`src/rtl/shift_register_sequencer.sv`:
```
// Sequencer for a 4-bit universal shift register: it loads a word, shifts it a
// programmed number of times, reads Q back and returns it over valid/ready.
module shift_register_sequencer #(
  parameter int WIDTH = 4,
  parameter int CNT_W = 3
) (
  input  logic             clk,
  input  logic             rst,
  input  logic             in_valid,
  output logic             in_ready,
  input  logic [WIDTH-1:0] din,
  input  logic             dir,
  input  logic [CNT_W-1:0] count,
  output logic [WIDTH-1:0] sr_d,
  output logic [1:0]       sr_s,
  output logic             sr_oe,
  input  logic [WIDTH-1:0] sr_q,
  output logic             out_valid,
  input  logic             out_ready,
  output logic [WIDTH-1:0] result,
  output logic             busy
);

  typedef enum logic [2:0] {
    S_IDLE,
    S_LOAD,
    S_SHIFT,
    S_OUTPUT,
    S_WAIT
  } state_t;

  localparam logic [1:0] SEL_HOLD  = 2'b00;
  localparam logic [1:0] SEL_RIGHT = 2'b01;
  localparam logic [1:0] SEL_LEFT  = 2'b10;
  localparam logic [1:0] SEL_LOAD  = 2'b11;

  state_t           state;
  logic [CNT_W-1:0] rem;
  logic             dirReg;

  // Every output is set together with the state it belongs to, so the shift
  // register sees a clean select for each state with no input-to-output path.
  always_ff @(posedge clk or posedge rst) begin
    if (rst) begin
      state     <= S_IDLE;
      in_ready  <= 1'b1;
      sr_s      <= SEL_HOLD;
      sr_oe     <= 1'b0;
      sr_d      <= '0;
      out_valid <= 1'b0;
      result    <= '0;
      busy      <= 1'b0;
      rem       <= '0;
      dirReg    <= 1'b0;
    end else begin
      case (state)
        S_IDLE: begin
          if (in_valid) begin
            sr_d     <= din;
            dirReg   <= dir;
            rem      <= count;
            sr_s     <= SEL_LOAD;
            in_ready <= 1'b0;
            busy     <= 1'b1;
            state    <= S_LOAD;
          end
        end
        S_LOAD: begin
          if (rem == '0) begin
            sr_s  <= SEL_HOLD;
            sr_oe <= 1'b1;
            state <= S_OUTPUT;
          end else begin
            sr_s  <= dirReg ? SEL_LEFT : SEL_RIGHT;
            state <= S_SHIFT;
          end
        end
        S_SHIFT: begin
          // rem is at least 1 here, so the decrement cannot wrap.
          rem <= rem - 1'b1;
          if (rem == CNT_W'(1)) begin
            sr_s  <= SEL_HOLD;
            sr_oe <= 1'b1;
            state <= S_OUTPUT;
          end
        end
        S_OUTPUT: begin
          result    <= sr_q;
          out_valid <= 1'b1;
          sr_oe     <= 1'b0;
          state     <= S_WAIT;
        end
        S_WAIT: begin
          if (out_ready) begin
            out_valid <= 1'b0;
            in_ready  <= 1'b1;
            busy      <= 1'b0;
            state     <= S_IDLE;
          end
        end
        default: begin
          state    <= S_IDLE;
          sr_s     <= SEL_HOLD;
          sr_oe    <= 1'b0;
          in_ready <= 1'b1;
          busy     <= 1'b0;
        end
      endcase
    end
  end

endmodule

```
`config.mk`:
```
export PLATFORM = sky130hd
export DESIGN_NAME = shift_register_sequencer
export DESIGN_NICKNAME = d
export VERILOG_FILES = /design/src/rtl/shift_register_sequencer.sv
export SDC_FILE = /design/constraint.sdc
export NUM_CORES = 1
export LEC_CHECK = 0
export BUFFER_PORTS_ARGS = -buffer_cell sky130_fd_sc_hd__buf_2
export CORE_MARGIN = 2
export CORE_UTILIZATION = 40
export DETAILED_ROUTE_END_ITERATION = 10
export HOLD_SLACK_MARGIN = 0.03
export PLACE_DENSITY = 0.75
export SYNTH_ARGS = -nofsm -noshare
export SYNTH_HDL_FRONTEND = slang
export SYNTH_SLANG_ARGS = --single-unit
```
`constraint.sdc`:
```
create_clock -name clk -period 5.7 [get_ports clk]
set_clock_uncertainty 0.2 [all_clocks]
set_input_delay 0 -clock clk [delete_from_list [all_inputs] [get_ports clk]]
set_output_delay 0 -clock clk [all_outputs]
set_load 0.03 [all_outputs]
```
==> results of run 1 <==
-- flip-flops by register name, indices dropped and copies added, names as in the netlist --
name       cells
dirReg         1
state          3
in_ready       1
rem            3
result         4
sr_d           4
sr_oe          1
sr_s           2
out_valid      1
busy           1
-- cells by family after synthesis --
family                     count (synthesis)  share of synthesized area
DFF                                       21                     0.5276
xor gates and xnor gates                   1                   0.008774
buffers and inverters                     10                    0.03884
and+or+nand+nor                           24                     0.1504
muxes                                      9                     0.1015
adders and majority gates                  3                    0.03760
AOI/OAI and AO/OA                         18                     0.1353
-- layout by cell type (no fill, tap or decap), types with 2 or more instances in the layout --
| cell type | n |
|---|---|
| buf_2 | 29 |
| dfrtp_1 | 20 |
| dlygate4sd3_1 | 16 |
| nor2_1 | 7 |
| mux2_2 | 7 |
| inv_1 | 6 |
| a21oi_1 | 6 |
| a221o_1 | 4 |
| nand3b_1 | 4 |
| or3b_1 | 3 |
| ha_1 | 3 |
| clkbuf_4 | 3 |
| mux2_1 | 2 |
| nand3_1 | 2 |
| nand2_1 | 2 |
| o21ai_0 | 2 |
-- layout make-up --
class                   instances  area (um^2)
well taps                      30        37.54
fillers                       188         1059
multi-input cells              55        432.9
inverters                       6        22.52
clock buffers                   4        26.28
repair buffers                 45        305.3
flip-flops and latches         21        526.8
-- routing by layer --
layer	GRT usage	vias to the layer above
li1	-	401
met5	0	-
met4	0.08974	0
met1	0.2167	381
met2	0.2541	24
met3	0.02500	4
-- worst min-delay path: cells and delay by family --
family,cells,cell delay (ns)
buffers and inverters,3,1.22
-- metrics by stage --
step / power, mW / cells
6_report: 0.7507 / 161
3_3_place_gp: 0.6536 / 141
5_1_grt: 0.8047 / 161
2_1_floorplan: 0.5733 / 86
3_5_place_dp: 0.6711 / 141
4_1_cts: 0.7559 / 161
-- power by group --
| part | internal [mW] | leakage, nW | switching [mW] | total [mW] |
|---|---|---|---|---|
| combinational | 0.167 | 0.358 | 0.218 | 0.385 |
| clock | 0.0272 | 0.0150 | 0.0433 | 0.0706 |
| sequential | 0.223 | 0.248 | 0.0714 | 0.295 |
-- worst paths after layout --
check	startpoint	to	slack [ns]	cells after the start
max in group asynchronous	rst	sr_oe$_DFFE_PP0P_	4.62	3
hold / removal	rst	sr_d[0]$_DFFE_PP0P_	0.18	3
setup reg to reg	state[0]$_DFFE_PP0P_	rem[1]$_DFFE_PP0P_	3.37	3
min in group clk	dir	dirReg$_DFFE_PP0P_	0.24	4
setup / recovery	state[0]$_DFFE_PP0P_	rem[1]$_DFFE_PP0P_	3.37	3
hold reg to reg	sr_d[0]$_DFFE_PP0P_	sr_d[0]$_DFFE_PP0P_	0.30	1
==> impl_summary.txt, run 1 <==
----------------------------------------------------
[Outcome]
  Result of the run ... finished, final reports clean

[Yosys]
  Share of the synthesized area in the top cell type ... 0.5013
  Number of cells produced by synthesis ... 86
  Synth top area cells ... dfrtp_1, mux2_2, a221o_1, ha_1, a21oi_1
  Cell types with the highest counts after synthesis ... dfrtp_1, mux2_2, nor2_1
  Combined area of all synthesized cells ... 998.5 um^2
  Synth Flop Type ... dfrtp_1
  Count of flip-flops with a built-in enable after synthesis ... 0
  Number of synthesis warnings ... 0
  Distinct cell type count after synthesis ... 30
  Register area share after synthesis ... 0.5276
  Net count after synthesis ... 105
  Cell taking the most area after synthesis ... dfrtp_1
  Count of state elements after synthesis ... 21
  Average cell area after synthesis ... 11.61 um^2
  Ys async rst share ... 1.000
  Most numerous cell in the Yosys netlist ... dfrtp_1

[Placed design]
  Buffers added on ports ... 29
  DP Wirelength ... 1424 um
  Final RePlAce weighted congestion ... 0.6944
  Cell area reported after detailed placement ... 0.001165 mm^2
  Worst slack after detailed placement ... 3.334 ns

[Detailed routing]
  DR DRC count ... 0
  Count of antenna-violating nets left after detailed routing ... 0
  Post-route met1 wirelength ... 931 um
  Routed WL per cell ... 12.68 um
  Detail Route met2 WL ... 990 um
  Routed wire length ... 2042 um
  Highest metal layer with signal wires ... met4
  Via count normalized by instance count ... 5.031
  Total via count after detailed routing ... 810
  Starting DRC count in detailed routing ... 9
  First-pass iteration count of the detailed router ... 4
  Met3 wire len ... 81 um

[Global route]
  Residual overflow from global routing ... 0
  Wire length of the first global-routing pass ... 3387 um
  Largest net degree at the start of global routing ... 22
  GRT Total Usage ... 0.1632
  Number of antenna violations at the first check in global routing ... 0
  Via count of the first global-routing pass ... 771

[Worst setup path]
  Largest stage delay on the critical path ... 0.97 ns
  Worst EP required ... 5.69 ns
  CP max FO ... 15
  Cells along the critical path ... nor4b_2, nor2_1, a221o_1
  CP top delay family ... simple AND/OR/NAND/NOR gates
  Path type of the worst setup path ... flip-flop to flip-flop
  Crit. End Element ... flip-flop
  CP Buf/Inv Count ... 0
  Slowest cell on the critical path ... nor4b_2
  CP startpoint kind ... flip-flop
  CP arrival ... 2.32 ns

[Floorplanning]
  Die Height ... 53.96 um
  Effective utilization at floorplan ... 0.4143
  Ports placed on the boundary ... 30
  Rows ... 18
  Area of the die ... 0.002912 mm^2
  Core Box Area ... 0.002410 mm^2
  Die X ... 53.96 um

[Clock tree]
  H-Tree Depth ... 1
  Buffer depth of the longest clock path ... 2
  Inserted Clock Buffers ... 3
  Root Driver ... clkbuf_4
  Clock tree from TritonCTS ... built
  Sink count of the clock tree ... 21
  Buffer count from post-CTS setup fixing ... 0
  Number of hold-repair buffers added at the cts stage ... 16
  Clock latency reported for the late side of the worst-skew pair ... 0.30 ns
  Clock-pin slew of the registers on the worst-case setup and hold paths ... 0.12 ns
  Count of cells resized by post-cts repair ... 0

[Final layout]
  Final layout net count ... 151
  Number of inserted diodes ... 0
  Layout Cell Area excl Fill ... 0.001351 mm^2
  Layout overhead on the synthesized area ... 35.34%
  Finished Core Util ... 0.5607
  Layout cell share with drive strength beyond 1 ... 0.3206

[Power and ir drop]
  Pwr Density ... 555.5 mW/mm^2
  Leakage ... 0.6211 nW
  Largest voltage drop on the vdd net ... 0.3294 mV

[STA]
  Unrepaired setup endpoints after global routing ... false
  Number of setup violations in the final report ... 0
  Number of endpoints with negative hold slack in the final report ... 0
  Hold_ws ... 0.1841 ns
  Post-Route Setup TNS ... 0 ns
  Minimum setup slack in the final design ... 3.371 ns
  Max_slew headroom ... 0.2854
  Actual transition at the worst max-transition pin ... 1.069 ns
  Part of the cycle the worst path needs ... 0.4085
  Max-slew violation count ... 0
  Upper clock frequency limit ... 0.4294 GHz
  Final worst path period need ... 2.329 ns

[Min path]
  Class of the most critical hold timing path ... input pin to asynchronous set/reset pin

[Run]
  Total of max-cap violations ... 0

----------------------------------------------------
Note: power is estimated with default switching activity, not from simulation.
==> run 2: changes to the inputs <==
clock period = 2.29 ns   (was 5.7 ns; I/O delays follow)
==> run 2 against run 1 <==
Core utilization grew 0.99 points; via count grew 2.6%; flip-flop and latch count is the same; largest power group unchanged; first-iteration DRC count grew 33%; highest routed layer unchanged; sequential share of layout area shrank 0.67 points; setup slack lost 3.1 ns; critical path type unchanged; critical endpoint is now in_ready$_DFFE_PP1P_; die area is the same; sequential power grew 130%; register-to-register slack lost 3.1 ns; total power grew to 2.5 times the previous value; routed wire length shrank 0.15%.
==> impl_summary.txt, run 2 (synthesis gave the netlist of run 1 again) <==
----------------------------------------------------
[STA]
  Unrepaired setup endpoints after global routing ... false
  Hold_ws ... 0.1743 ns
  Max-slew violation count ... 0
  Upper clock frequency limit ... 0.4913 GHz
  Post-Route Setup TNS ... 0 ns
  Part of the cycle the worst path needs ... 0.8888
  Max_slew headroom ... 0.4946
  Final worst path period need ... 2.035 ns
  Actual transition at the worst max-transition pin ... 0.7572 ns
  Number of setup violations in the final report ... 0
  Number of endpoints with negative hold slack in the final report ... 0

[Placed design]
  DP Wirelength ... 1490 um
  Final RePlAce weighted congestion ... 0.8147
  Buffers added on ports ... 29

[Worst setup path]
  Worst EP required ... 2.33 ns
  Reg-to-reg critical path endpoint ... in_ready$_DFFE_PP1P_
  Largest stage delay on the critical path ... 0.56 ns
  CP startpoint kind ... flip-flop
  Path type of the worst setup path ... flip-flop to flip-flop
  CP arrival ... 2.08 ns
  Number of cells traversed by the worst register-to-register path ... 4
  Register-to-register setup slack ... 0.25 ns
  Slowest cell on the critical path ... dfrtp_1
  CP max FO ... 15
  Crit. End Element ... flip-flop
  RR Startpoint ... state[0]$_DFFE_PP0P_
  Cells along the critical path ... or3b_1, a21oi_1, nor2_1, dlygate4sd3_1

[Power and ir drop]
  Leakage ... 0.6392 nW
  Comb power frac ... 0.543
  Part of the power in the clock network ... 0.092
  Switch share ... 0.4377
  Cell internal power dissipation ... 1.067 mW
  Net Switching ... 830.1 uW
  Largest voltage drop on the vdd net ... 0.8642 mV
  Pwr Density ... 1379 mW/mm^2
  Relative contribution of sequential cells to total power ... 0.366

[Outcome]
  Result of the run ... finished, final reports clean

[Floorplanning]
  Area of the die ... 0.002912 mm^2
  Die Height ... 53.96 um
  Rows ... 18
  Die X ... 53.96 um
  Core Box Area ... 0.002410 mm^2
  Ports placed on the boundary ... 30
  Effective utilization at floorplan ... 0.4143

[Global route]
  Via count of the first global-routing pass ... 816
  Residual overflow from global routing ... 0
  GRT Total Usage ... 0.1673
  Number of antenna violations at the first check in global routing ... 0
  Wire length of the first global-routing pass ... 3491 um
  Largest net degree at the start of global routing ... 22

[Clock tree]
  Clock latency reported for the late side of the worst-skew pair ... 0.30 ns
  Buffer depth of the longest clock path ... 2
  Sink count of the clock tree ... 21
  H-Tree Depth ... 1
  Root Driver ... clkbuf_4
  Clock tree from TritonCTS ... built
  Inserted Clock Buffers ... 3
  Clock-pin slew of the registers on the worst-case setup and hold paths ... 0.12 ns
  Count of cells resized by post-cts repair ... 0

[Detailed routing]
  Met3 wire len ... 87 um
  First-pass iteration count of the detailed router ... 3
  Total via count after detailed routing ... 831
  Routed wire length ... 2039 um
  Count of antenna-violating nets left after detailed routing ... 0
  Post-route met1 wirelength ... 873 um
  Via count normalized by instance count ... 5.067
  Starting DRC count in detailed routing ... 12
  Detail Route met2 WL ... 1042 um
  DR DRC count ... 0
  Highest metal layer with signal wires ... met4
  Routed WL per cell ... 12.43 um

[Final layout]
  Layout overhead on the synthesized area ... 37.72%
  Fill cell instance count of the final layout ... 204
  Final layout net count ... 154
  Number of inserted diodes ... 0
  Leading cell type in the layout, fill and taps excluded ... buf_2
  Biggest registers after layout ... result: 4 flops, sr_d: 4 flops
  Layout cell share with drive strength beyond 1 ... 0.3433
  Commonest non-fill, non-tap cells in the layout ... buf_2, dfrtp_1, dlygate4sd3_1, nor2_1, mux2_2

[Min path]
  Class of the most critical hold timing path ... input pin to asynchronous set/reset pin

[Run]
  Total of max-cap violations ... 0

----------------------------------------------------
run 2: power groups by stage:
| stage | clock network (mW) | registers [mW] | logic [mW] |
|---|---|---|---|
| final | 0.174 | 0.693 | 1.03 |
| after global placement | 0 | 0.691 | 0.970 |
| after CTS | 0.178 | 0.696 | 1.04 |
| after floorplan | 0 | 0.911 | 0.516 |
| after global routing | 0.189 | 0.728 | 1.13 |
| after detailed placement | 0 | 0.703 | 1.00 |
run 2: cell type report:
cell class | count | area [um^2] | share of cell area
clock buffers | 3 | 22.52 | 0.01638
clock inverters | 1 | 5.005 | 0.003640
inverters | 6 | 22.52 | 0.01638
multi-input cells | 55 | 432.9 | 0.3148
flip-flops and latches | 21 | 526.8 | 0.3831
well taps | 30 | 37.54 | 0.02730
repair buffers | 48 | 327.8 | 0.2384
run 2: what timing repair did:
| item | 4_1_cts | 5_1_grt |
|---|---|---|
| setup buffers | 0 | 0 |
| hold buffers | 16 | 0 |
| endpoints found under the hold margin | 39 | 0 |
run 2: worst max-delay path: cells and delay by family (launching register included):
family                 cells  cell delay (ns)
buffers and inverters      1             0.55
AO/OA/AOI/OAI              1             0.15
flip-flops                 1             0.56
AND/OR/NAND/NOR            2             0.51
run 2: how the worst max path moves through the flow:
stage / depth (start not counted) / startpoint / slack (ns) / end
finish: 4 / state[0]$_DFFE_PP0P_ / 0.25 / in_ready$_DFFE_PP1P_
global route: 4 / state[0]$_DFFE_PP0P_ / 0.1 / in_ready$_DFFE_PP1P_
detailed placement: 5 / rem[1]$_DFFE_PP0P_ / 0.34 / sr_s[1]$_DFFE_PP0P_
CTS: 4 / state[0]$_DFFE_PP0P_ / 0.26 / in_ready$_DFFE_PP1P_
floorplan: 5 / rem[1]$_DFFE_PP0P_ / 0.43 / sr_s[1]$_DFFE_PP0P_
global placement: 5 / rem[1]$_DFFE_PP0P_ / 0.37 / sr_s[1]$_DFFE_PP0P_
run 2: layer usage:
metal | up-vias | global-route usage
met1 | 403 | 0.2110
met5 | - | 0
met4 | 0 | 0.07692
met2 | 20 | 0.2846
li1 | 404 | -
met3 | 4 | 0.01944
run 2: through the flow:
| step | instances | setup slack [ns] | cell area [um^2] | util | power, mW |
|---|---|---|---|---|---|
| after detailed placement | 144 | 0.3352 | 1187 | 0.4927 | 1.705 |
| after floorplan | 86 | 0.4323 | 998.5 | - | 1.427 |
| final | 164 | 0.2547 | 1375 | 0.5706 | 1.897 |
| after global placement | 144 | 0.3696 | 1187 | 0.4927 | 1.661 |
| after CTS | 164 | 0.2579 | 1375 | 0.5706 | 1.912 |
| after global routing | 164 | 0.09691 | 1375 | 0.5706 | 2.046 |
==> run 3: changes to the inputs <==
MAX_ROUTING_LAYER = met4   (was not set)
RECOVER_POWER = 50   (was not set)
==> run 3 against run 2 <==
Via count down 0.24%; fmax is essentially flat; combinational power hardly changed; routed wire length about the same; setup slack better by 0.00057 ns; cell area is 1.2% lower; core utilization fell by 0.68 points; clock-buffer cell count unchanged.
==> impl_summary.txt, run 3 (synthesis gave the netlist of run 1 again) <==
----------------------------------------------------
[Outcome]
  Result of the run ... finished, final reports clean

[Min path]
  Class of the most critical hold timing path ... input pin to asynchronous set/reset pin

[Floorplanning]
  Core Box Area ... 0.002410 mm^2
  Area of the die ... 0.002912 mm^2
  Die X ... 53.96 um
  Ports placed on the boundary ... 30
  Rows ... 18
  Effective utilization at floorplan ... 0.4143
  Die Height ... 53.96 um

[Worst setup path]
  Largest stage delay on the critical path ... 0.56 ns
  Cells along the critical path ... or3b_1, a21oi_1, nor2_1, dlygate4sd3_1
  Worst EP required ... 2.34 ns
  RR Startpoint ... state[0]$_DFFE_PP0P_
  Reg-to-reg critical path endpoint ... in_ready$_DFFE_PP1P_
  Crit. End Element ... flip-flop
  CP top delay family ... flip-flops
  CP max FO ... 15
  CP Buf/Inv Count ... 1
  Number of cells traversed by the worst register-to-register path ... 4
  Register-to-register setup slack ... 0.26 ns
  CP startpoint kind ... flip-flop
  CP arrival ... 2.08 ns
  Slowest cell on the critical path ... dfrtp_1
  Path type of the worst setup path ... flip-flop to flip-flop

[Clock tree]
  Clock latency reported for the late side of the worst-skew pair ... 0.30 ns
  Count of cells resized by post-cts repair ... 0
  Sink count of the clock tree ... 21
  H-Tree Depth ... 1
  Clock tree from TritonCTS ... built
  Clock-pin slew of the registers on the worst-case setup and hold paths ... 0.12 ns
  Buffer depth of the longest clock path ... 2
  Inserted Clock Buffers ... 3
  Root Driver ... clkbuf_4

[Final layout]
  Layout cell share with drive strength beyond 1 ... 0.2463
  Number of inserted diodes ... 0
  Commonest non-fill, non-tap cells in the layout ... dfrtp_1, dlygate4sd3_1, buf_2, clkbuf_1
  Layout Cell Area excl Fill ... 0.001359 mm^2
  Biggest registers after layout ... result: 4 flops, sr_d: 4 flops
  Layout overhead on the synthesized area ... 36.09%
  Leading cell type in the layout, fill and taps excluded ... dfrtp_1
  Final layout net count ... 154
  Finished Core Util ... 0.5639

[Detailed routing]
  Routed WL per cell ... 12.45 um
  Via count normalized by instance count ... 5.055
  Total via count after detailed routing ... 829
  Count of antenna-violating nets left after detailed routing ... 0
  DR DRC count ... 0
  Routed wire length ... 2041 um
  First-pass iteration count of the detailed router ... 3
  Starting DRC count in detailed routing ... 9

[Power and ir drop]
  Pwr Density ... 1375 mW/mm^2
  Largest voltage drop on the vdd net ... 0.8454 mV
  Leakage ... 0.6035 nW

[STA]
  Post-Route Setup TNS ... 0 ns
  Final worst path period need ... 2.035 ns
  Number of endpoints with negative hold slack in the final report ... 0
  Upper clock frequency limit ... 0.4915 GHz
  Max_slew headroom ... 0.4936
  Actual transition at the worst max-transition pin ... 0.7587 ns
  Unrepaired setup endpoints after global routing ... false
  Number of setup violations in the final report ... 0
  Max-slew violation count ... 0
  Part of the cycle the worst path needs ... 0.8885
  Hold_ws ... 0.1735 ns

[Global route]
  Residual overflow from global routing ... 0
  Largest net degree at the start of global routing ... 22
  Via count of the first global-routing pass ... 816
  Number of antenna violations at the first check in global routing ... 0
  GRT Total Usage ... 0.1721
  Wire length of the first global-routing pass ... 3498 um

[Placed design]
  Final RePlAce weighted congestion ... 0.8267
  DP Wirelength ... 1490 um
  Cell area reported after detailed placement ... 0.001187 mm^2
  Buffers added on ports ... 29

[Run]
  Total of max-cap violations ... 0

----------------------------------------------------
## run 3: per-stage QoR
stage,power [mW],setup slack (ns),cells
2_1_floorplan,1.427,0.4323,86
3_3_place_gp,1.661,0.3696,144
3_5_place_dp,1.705,0.3352,144
4_1_cts,1.912,0.2579,164
5_1_grt,2.017,0.09691,164
6_report,1.869,0.2552,164
## run 3: per-layer routing
metal	share of wire	global-route usage	wire [um]
met4	0.018	0.07692	36
met5	0	-	0
met2	0.51	0.2846	1033
met3	0.037	0.01667	76
met1	0.44	0.2128	896
## run 3: layout make-up
type | count | area (um^2)
inverters | 6 | 22.52
clock inverters | 1 | 5.005
clock buffers | 3 | 22.52
fillers | 210 | 1051
flip-flops and latches | 21 | 526.8
multi-input cells | 55 | 432.9
repair buffers | 48 | 311.5
well taps | 30 | 37.54
## run 3: report_power, final
group          internal, mW  switching [mW]  total, mW
sequential            0.557           0.140      0.696
combinational         0.412           0.584      0.997
clock                0.0651           0.111      0.176
## run 3: worst reg2reg max path: cells and delay by family, from the launching register on
family          cells  cell delay (ns)
simple gates        2             0.51
compound gates      1             0.15
buf+inv             1             0.55
flops               1             0.56
## run 3: what timing repair did
item	4_1_cts	5_1_grt
endpoints found under the hold margin	39	0
hold buffers	16	0
setup buffers	0	0
## run 3: worst max path at each step
stage	start	endpoint	slack [ns]	cells past startpoint
after floorplan	rem[1]$_DFFE_PP0P_	sr_s[1]$_DFFE_PP0P_	0.43	5
after global placement	rem[1]$_DFFE_PP0P_	sr_s[1]$_DFFE_PP0P_	0.37	5
after detailed placement	rem[1]$_DFFE_PP0P_	sr_s[1]$_DFFE_PP0P_	0.34	5
after CTS	state[0]$_DFFE_PP0P_	in_ready$_DFFE_PP1P_	0.26	4
after global routing	state[0]$_DFFE_PP0P_	in_ready$_DFFE_PP1P_	0.1	4
final	state[0]$_DFFE_PP0P_	in_ready$_DFFE_PP1P_	0.26	4
